==> src/rtl/i2c_slave_core_if.sv <==
// Pin-side and local-register-side signals of the I2C target core.
interface i2c_slave_core_if;
    logic       scl_i;
    logic       sda_i;
    logic       scl_o;
    logic       scl_dir_o;
    logic       sda_o;
    logic       sda_dir_o;
    logic       busy_o;
    logic       rd_o;
    logic       rx_valid_o;
    logic [7:0] rx_data_o;
    logic       tx_req_o;
    logic [7:0] tx_data_i;
    logic       start_o;
    logic       stop_o;

    modport slave (
        input  scl_i, sda_i, tx_data_i,
        output scl_o, scl_dir_o, sda_o, sda_dir_o, busy_o, rd_o,
               rx_valid_o, rx_data_o, tx_req_o, start_o, stop_o
    );

    modport master (
        output scl_i, sda_i, tx_data_i,
        input  scl_o, scl_dir_o, sda_o, sda_dir_o, busy_o, rd_o,
               rx_valid_o, rx_data_o, tx_req_o, start_o, stop_o
    );
endinterface

==> src/rtl/i2c_slave_core.sv <==
// I2C target engine: START/STOP detection, 7-bit address match, byte receive
// with ACK, byte transmit from tx_data_i. Pulls SDA low only, never touches SCL.
module i2c_slave_core #(
    parameter int unsigned SYNC_STAGES = 2
) (
    input  logic             clk_i,
    input  logic             rst_n_i,
    input  logic             en_i,
    input  logic [6:0]       addr_i,
    i2c_slave_core_if.slave  bus
);

    typedef enum logic [2:0] {
        IDLE, ADDR, ADDR_ACK, RX, RX_ACK, TX, TX_ACK, WAIT_STOP
    } state_e;

    state_e state_q, state_d;

    logic [SYNC_STAGES-1:0] scl_sync_q, sda_sync_q;
    logic                   scl_prev_q, sda_prev_q;
    logic                   scl_s, sda_s;
    logic                   start_ev, stop_ev, scl_rise, scl_fall;

    logic [3:0] cnt_q, cnt_d;
    logic [7:0] shift_q, shift_d;
    logic [6:0] own_q, own_d;
    logic       rd_q, rd_d;
    logic       dir_q, dir_d;
    logic [7:0] rx_data_q, rx_data_d;
    logic       rx_valid_q, rx_valid_d;
    logic       tx_req_q, tx_req_d;
    logic       start_q, start_d;
    logic       stop_q, stop_d;

    assign scl_s    = scl_sync_q[SYNC_STAGES-1];
    assign sda_s    = sda_sync_q[SYNC_STAGES-1];
    assign start_ev = scl_s & scl_prev_q & sda_prev_q & ~sda_s;
    assign stop_ev  = scl_s & scl_prev_q & ~sda_prev_q & sda_s;
    assign scl_rise = scl_s & ~scl_prev_q;
    assign scl_fall = ~scl_s & scl_prev_q;

    // Pin synchronisers and edge registers; idle-high bus after reset
    always_ff @(posedge clk_i) begin
        if (!rst_n_i) begin
            scl_sync_q <= '1;
            sda_sync_q <= '1;
            scl_prev_q <= 1'b1;
            sda_prev_q <= 1'b1;
        end else begin
            scl_sync_q <= {scl_sync_q[SYNC_STAGES-2:0], bus.scl_i};
            sda_sync_q <= {sda_sync_q[SYNC_STAGES-2:0], bus.sda_i};
            scl_prev_q <= scl_s;
            sda_prev_q <= sda_s;
        end
    end

    // State and datapath registers
    always_ff @(posedge clk_i) begin
        if (!rst_n_i) begin
            state_q    <= IDLE;
            cnt_q      <= '0;
            shift_q    <= '0;
            own_q      <= '0;
            rd_q       <= 1'b0;
            dir_q      <= 1'b0;
            rx_data_q  <= '0;
            rx_valid_q <= 1'b0;
            tx_req_q   <= 1'b0;
            start_q    <= 1'b0;
            stop_q     <= 1'b0;
        end else begin
            state_q    <= state_d;
            cnt_q      <= cnt_d;
            shift_q    <= shift_d;
            own_q      <= own_d;
            rd_q       <= rd_d;
            dir_q      <= dir_d;
            rx_data_q  <= rx_data_d;
            rx_valid_q <= rx_valid_d;
            tx_req_q   <= tx_req_d;
            start_q    <= start_d;
            stop_q     <= stop_d;
        end
    end

    // Next-state and datapath update; disable, then STOP, then START win over SCL edges
    always_comb begin
        state_d    = state_q;
        cnt_d      = cnt_q;
        shift_d    = shift_q;
        own_d      = (state_q == IDLE) ? addr_i : own_q;
        rd_d       = rd_q;
        dir_d      = dir_q;
        rx_data_d  = rx_data_q;
        rx_valid_d = 1'b0;
        tx_req_d   = 1'b0;
        start_d    = 1'b0;
        stop_d     = 1'b0;

        if (!en_i) begin
            state_d = IDLE;
            dir_d   = 1'b0;
            cnt_d   = '0;
        end else if (stop_ev) begin
            stop_d  = 1'b1;
            state_d = IDLE;
            dir_d   = 1'b0;
            cnt_d   = '0;
        end else if (start_ev) begin
            start_d = 1'b1;
            state_d = ADDR;
            dir_d   = 1'b0;
            cnt_d   = '0;
        end else begin
            unique case (state_q)
                ADDR: begin
                    if (scl_rise) begin
                        shift_d = {shift_q[6:0], sda_s};
                        cnt_d   = cnt_q + 4'd1;
                    end else if (scl_fall && cnt_q == 4'd8) begin
                        cnt_d = '0;
                        if (shift_q[7:1] == own_q) begin
                            rd_d    = shift_q[0];
                            dir_d   = 1'b1;
                            state_d = ADDR_ACK;
                        end else begin
                            state_d = WAIT_STOP;
                        end
                    end
                end
                ADDR_ACK: begin
                    if (scl_fall) begin
                        if (rd_q) begin
                            tx_req_d = 1'b1;
                            shift_d  = bus.tx_data_i;
                            dir_d    = ~bus.tx_data_i[7];
                            cnt_d    = 4'd1;
                            state_d  = TX;
                        end else begin
                            dir_d   = 1'b0;
                            state_d = RX;
                        end
                    end
                end
                RX: begin
                    if (scl_rise) begin
                        shift_d = {shift_q[6:0], sda_s};
                        cnt_d   = cnt_q + 4'd1;
                    end else if (scl_fall && cnt_q == 4'd8) begin
                        rx_data_d  = shift_q;
                        rx_valid_d = 1'b1;
                        dir_d      = 1'b1;
                        cnt_d      = '0;
                        state_d    = RX_ACK;
                    end
                end
                RX_ACK: begin
                    if (scl_fall) begin
                        dir_d   = 1'b0;
                        state_d = RX;
                    end
                end
                // shift_q[7] is the bit currently on the bus; cnt_q counts bits presented
                TX: begin
                    if (scl_fall) begin
                        if (cnt_q == 4'd8) begin
                            dir_d   = 1'b0;
                            cnt_d   = '0;
                            state_d = TX_ACK;
                        end else begin
                            dir_d   = ~shift_q[6];
                            shift_d = {shift_q[6:0], 1'b0};
                            cnt_d   = cnt_q + 4'd1;
                        end
                    end
                end
                // NACK leaves at the sample point; reaching a fall here means ACK
                TX_ACK: begin
                    if (scl_rise && sda_s) begin
                        state_d = WAIT_STOP;
                    end else if (scl_fall) begin
                        tx_req_d = 1'b1;
                        shift_d  = bus.tx_data_i;
                        dir_d    = ~bus.tx_data_i[7];
                        cnt_d    = 4'd1;
                        state_d  = TX;
                    end
                end
                default: begin
                    dir_d = 1'b0;
                end
            endcase
        end
    end

    // Output drive from registered state
    always_comb begin
        bus.scl_o      = 1'b0;
        bus.scl_dir_o  = 1'b0;
        bus.sda_o      = 1'b0;
        bus.sda_dir_o  = dir_q;
        bus.busy_o     = (state_q == ADDR_ACK) || (state_q == RX) || (state_q == RX_ACK) ||
                         (state_q == TX) || (state_q == TX_ACK);
        bus.rd_o       = rd_q;
        bus.rx_valid_o = rx_valid_q;
        bus.rx_data_o  = rx_data_q;
        bus.tx_req_o   = tx_req_q;
        bus.start_o    = start_q;
        bus.stop_o     = stop_q;
    end

endmodule

==> src/flat_wrapper.sv <==
// flat-port wrapper written by rule: the top's interface ports become plain ports
module i2c_slave_core_flat 
#(
    parameter int unsigned SYNC_STAGES = 2
)
  (clk_i, rst_n_i, en_i, addr_i, bus_scl_i, bus_sda_i, bus_tx_data_i, bus_scl_o, bus_scl_dir_o, bus_sda_o, bus_sda_dir_o, bus_busy_o, bus_rd_o, bus_rx_valid_o, bus_rx_data_o, bus_tx_req_o, bus_start_o, bus_stop_o);
  i2c_slave_core_if bus_i ();
  input  logic clk_i;
  input  logic rst_n_i;
  input  logic en_i;
  input  logic [6:0] addr_i;
  input wire logic [$bits(bus_i.scl_i)-1:0] bus_scl_i;
  input wire logic [$bits(bus_i.sda_i)-1:0] bus_sda_i;
  input wire logic [$bits(bus_i.tx_data_i)-1:0] bus_tx_data_i;
  output wire logic [$bits(bus_i.scl_o)-1:0] bus_scl_o;
  output wire logic [$bits(bus_i.scl_dir_o)-1:0] bus_scl_dir_o;
  output wire logic [$bits(bus_i.sda_o)-1:0] bus_sda_o;
  output wire logic [$bits(bus_i.sda_dir_o)-1:0] bus_sda_dir_o;
  output wire logic [$bits(bus_i.busy_o)-1:0] bus_busy_o;
  output wire logic [$bits(bus_i.rd_o)-1:0] bus_rd_o;
  output wire logic [$bits(bus_i.rx_valid_o)-1:0] bus_rx_valid_o;
  output wire logic [$bits(bus_i.rx_data_o)-1:0] bus_rx_data_o;
  output wire logic [$bits(bus_i.tx_req_o)-1:0] bus_tx_req_o;
  output wire logic [$bits(bus_i.start_o)-1:0] bus_start_o;
  output wire logic [$bits(bus_i.stop_o)-1:0] bus_stop_o;
  assign bus_i.scl_i = bus_scl_i;
  assign bus_i.sda_i = bus_sda_i;
  assign bus_i.tx_data_i = bus_tx_data_i;
  assign bus_scl_o = bus_i.scl_o;
  assign bus_scl_dir_o = bus_i.scl_dir_o;
  assign bus_sda_o = bus_i.sda_o;
  assign bus_sda_dir_o = bus_i.sda_dir_o;
  assign bus_busy_o = bus_i.busy_o;
  assign bus_rd_o = bus_i.rd_o;
  assign bus_rx_valid_o = bus_i.rx_valid_o;
  assign bus_rx_data_o = bus_i.rx_data_o;
  assign bus_tx_req_o = bus_i.tx_req_o;
  assign bus_start_o = bus_i.start_o;
  assign bus_stop_o = bus_i.stop_o;
  i2c_slave_core #(.SYNC_STAGES(SYNC_STAGES)) u_core (.clk_i(clk_i), .rst_n_i(rst_n_i), .en_i(en_i), .addr_i(addr_i), .bus(bus_i));
endmodule
==> config.mk <==
export PLATFORM = sky130hd
export DESIGN_NAME = i2c_slave_core_flat
export DESIGN_NICKNAME = d
export VERILOG_FILES = /design/src/rtl/i2c_slave_core_if.sv /design/src/rtl/i2c_slave_core.sv /design/src/flat_wrapper.sv
export SDC_FILE = /design/constraint.sdc
export NUM_CORES = 1
export LEC_CHECK = 0
export CORE_UTILIZATION = 51
export CTS_BUF_LIST = sky130_fd_sc_hd__clkbuf_16
export CTS_CLUSTER_DIAMETER = 50
export CTS_CLUSTER_SIZE = 25
export DETAILED_ROUTE_END_ITERATION = 10
export GPL_TIMING_DRIVEN = 0
export MAX_ROUTING_LAYER = met4
export PLACE_DENSITY = 0.84
export SYNTH_ARGS = -nofsm -noshare
export SYNTH_HDL_FRONTEND = slang
export SYNTH_SLANG_ARGS = --single-unit
==> constraint.sdc <==
create_clock -name clk_i -period 2.1 [get_ports clk_i]
set_input_delay 0.315 -clock clk_i [delete_from_list [all_inputs] [get_ports clk_i]]
set_output_delay 0.315 -clock clk_i [all_outputs]
set_load 0.05 [all_outputs]
==> flow_summary.toml <==
[timing]
finClkSkew_ns = 0.00680
final-hold-violation-count = 0
period_needed_ns = 1.98
fin_crit_sh_pct = 94.3
rsz0062_at_grt = "false"
slew_headroom_pct = 50.7
worstMarginPinSlew_ns = 0.736
max_freq_mhz = 505
setup_viol = 0
drv_slew = 0

[die]
ios = 38
die-area_um2 = 4250
rows = 22
initial_core_util_pct = 54.4
die_h_um = 65.2
fp.dieW_um = 65.2
core_um2 = 3740

[power_and_ir_drop]
peakVddDrop_mv = 0.485
p_switching_mw = 0.404
seqPwrFrac_pct = 44.8
power_frac_clock_pct = 47.4
finalPower_mw = 1.85
p_int_mw = 1.44
swShare_pct = 21.9
p_per_area_nw_per_um2 = 707
p_comb_share_pct = 7.7
p_leak_nw = 1.12

[final_layout]
n_antenna_cell = 0
syn_to_final_growth_pct = 28.4
fin_cells = 324
final_cell_area_um2 = 2620
nets = 297
final_util_pct = 69.9
nFillCells = 306
drive_above_1_share_pct = 9.06

[grt]
grt_overflow_total = 0
grt_pass1_vias = 1605
grt_max_degree = 15
grt_use_total_pct = 23.9
grt_pass1_wl_mm = 7.52
antenna_found_initial = 0

[detailed_routing]
routed_wl_mm = 4.66
route.detailed.drc = 0
vias = 1840
drt_iter0_drc = 135
ant_nets = 0
wl_per_cell_um = 14.4
dr.pass1.iters = 4
vias_per_cell = 5.68

[clocking]
clock-root-buffer = "clkbuf_16"
clkSinkCount = 42
cts_inserted_buffers = 5
path_clk_slew_ns = 0.06
cts_tree = "built"
insertion_delay_ns = 0.29
cts_max_level = 2
clock_path_buffers = 2

[logic_synthesis]
async_flop_share_pct = 0
ys_seq_area_share_pct = 41.3
yosysWarnings = 0
ys_ff_latch = 42
synth_edf_count = 0
netlist_area_um2 = 2040
synth_cells = 233
yosysUniqueCellTypes = 46
synth-main-ff-cell = "dfxtp_1"
synth.avg_cell_area_um2 = 8.74

[placement]
port_buffers = 34
placed_area_um2 = 2440
dp.final_hpwl_mm = 3.32
gp_congestion = 0.908
place_inst = 317

[worst_setup_path]
startpoint_type = "register"
slowest_stage = "dfxtp_1"
crit_fanout = 10
slowest_delay_ns = 0.38
cp.required_ns = 2.30
path_cells = "inv_1 > ha_1 > nand3b_1 > o221ai_1 > a21oi_2 > buf_2 > nor2_1 > a311oi_1"
critPathKind = "reg -> reg"
crit_path_end_kind = "register"
reg2reg_slack_ns = 0.12
path_delay_family = "compound AO/OA/AOI/OAI gates"
arrival_ns = 2.18
path_buf_inv = 2

[run_status]
outcome = "complete, no violations"

[run]
max-cap-violations = 0

[hold_path]
worstHoldPathType = "reg -> reg"
timing repair:
| item | CTS | global route |
|---|---|---|
| setup buffers | 0 | 1 |
| endpoints found under the setup margin | 1 | 11 |
| hold buffers | 0 | 0 |
| pin swaps | 0 | 1 |
| gates resized for setup | 3 | 0 |
synth_stat cells, types with 6 or more instances:
library cell	n	area, µm²
mux2i_1	17	170
a21oi_1	7	35.0
inv_1	6	22.5
a311oi_1	9	78.8
nor3_1	6	30.0
xor2_1	8	70.1
o21ai_0	11	55.1
nor2_1	36	135
nand2b_1	9	56.3
nand2_1	16	60.1
nand3_1	10	50.1
dfxtp_1	42	841
placed cells by master, fill, tap and decap left out, types with 2 or more instances in the layout:
cell             count
dfxtp_1             42
nor2_1              36
clkdlybuf4s50_1     33
mux2i_1             17
nand2_1             16
o21ai_0             11
nand3_1             10
nand2b_1             9
a311oi_1             9
xor2_1               8
a21oi_1              7
inv_1                6
nor3_1               6
clkbuf_16            5
nor2b_1              4
a211oi_1             4
buf_4                4
buf_2                3
and3b_1              3
nand3b_1             3
conb_1               3
and2b_1              2
a2bb2oi_1            2
clkbuf_1             2
or3_1                2
or4_1                2
ha_1                 2
path summary, 6_finish.rpt:
path / from / end / cells after the start
worst min register to register: u_core.sda_sync_q[0]$_SDFF_PN1_ / u_core.sda_sync_q[1]$_SDFF_PN1_ / 1
worst max register to register: u_core.cnt_q[0]$_SDFFE_PP0P_ / u_core.shift_q[6]$_SDFFE_PN0P_ / 8
worst max-delay path: u_core.cnt_q[0]$_SDFFE_PP0P_ / u_core.shift_q[6]$_SDFFE_PN0P_ / 8
worst min-delay path: u_core.sda_sync_q[0]$_SDFF_PN1_ / u_core.sda_sync_q[1]$_SDFF_PN1_ / 1
state kept, by name, summed over array words and instances, names as in the netlist, 2 cells and up:
signal,count
u_core.bus.rx_data_o,8
u_core.shift_q,8
u_core.own_q,7
u_core.cnt_q,4
u_core.state_q,3
u_core.scl_sync_q,2
u_core.sda_sync_q,2
power groups by stage:
stage               sequential (mW)  clock, mW  combinational (mW)
floorplan                     0.844          0              0.0815
global placement              0.845          0               0.138
detailed placement            0.846          0               0.141
CTS                           0.829      0.885               0.143
global route                  0.831      0.925               0.154
finish                        0.829      0.877               0.143
cell type report:
cell class / count / area (µm²) / area share [%]
Inverter: 6 / 22.5 / 0.861
Clock buffer: 5 / 125 / 4.78
Timing Repair Buffer: 35 / 349 / 13.3
Clock inverter: 3 / 43.8 / 1.67
Buffer: 10 / 60.1 / 2.30
Tap cell: 48 / 60.1 / 2.30
Multi-Input combinational cell: 175 / 1110 / 42.6
Sequential cell: 42 / 841 / 32.2
worst reg2reg max path, cell delays in order (launching register included):
cell      delay [ns]
dfxtp_1         0.38
inv_1           0.08
ha_1            0.21
nand3b_1        0.16
o221ai_1        0.17
a21oi_2         0.32
buf_2           0.29
nor2_1          0.07
a311oi_1        0.22
per-layer routing:
metal	GRT usage (%)	wire length [µm]	vias up
met2	36.3	2170	69
met3	4.69	332	9
li1	-	-	901
met4	9.78	93	0
met1	31.0	2070	861
met5	-	0	-
kinds of logic after synthesis:
family / after synthesis / synth area share [%]
AND/OR/NAND/NOR: 100 / 24.9
AO/OA/AOI/OAI: 45 / 16.2
flip-flops: 42 / 41.3
buffers and inverters: 18 / 4.42
multiplexers: 17 / 8.35
XOR/XNOR: 8 / 3.44
adder cells (fa/ha/maj): 2 / 1.23
other: 1 / 0.184
stage by stage:
stage / worst slack (ns) / TNS [ns] / hold WS [ns]
6_report: 0.119 / 0 / 0.411
5_1_grt: 0.0128 / 0 / 0.430
4_1_cts: 0.0371 / 0 / 0.416
3_5_place_dp: -0.0860 / -0.0860 / 0.402
3_3_place_gp: -0.105 / -0.105 / 0.389
2_1_floorplan: 0.275 / 0 / 0.386
No activity file was read; power rests on OpenSTA's default activity.
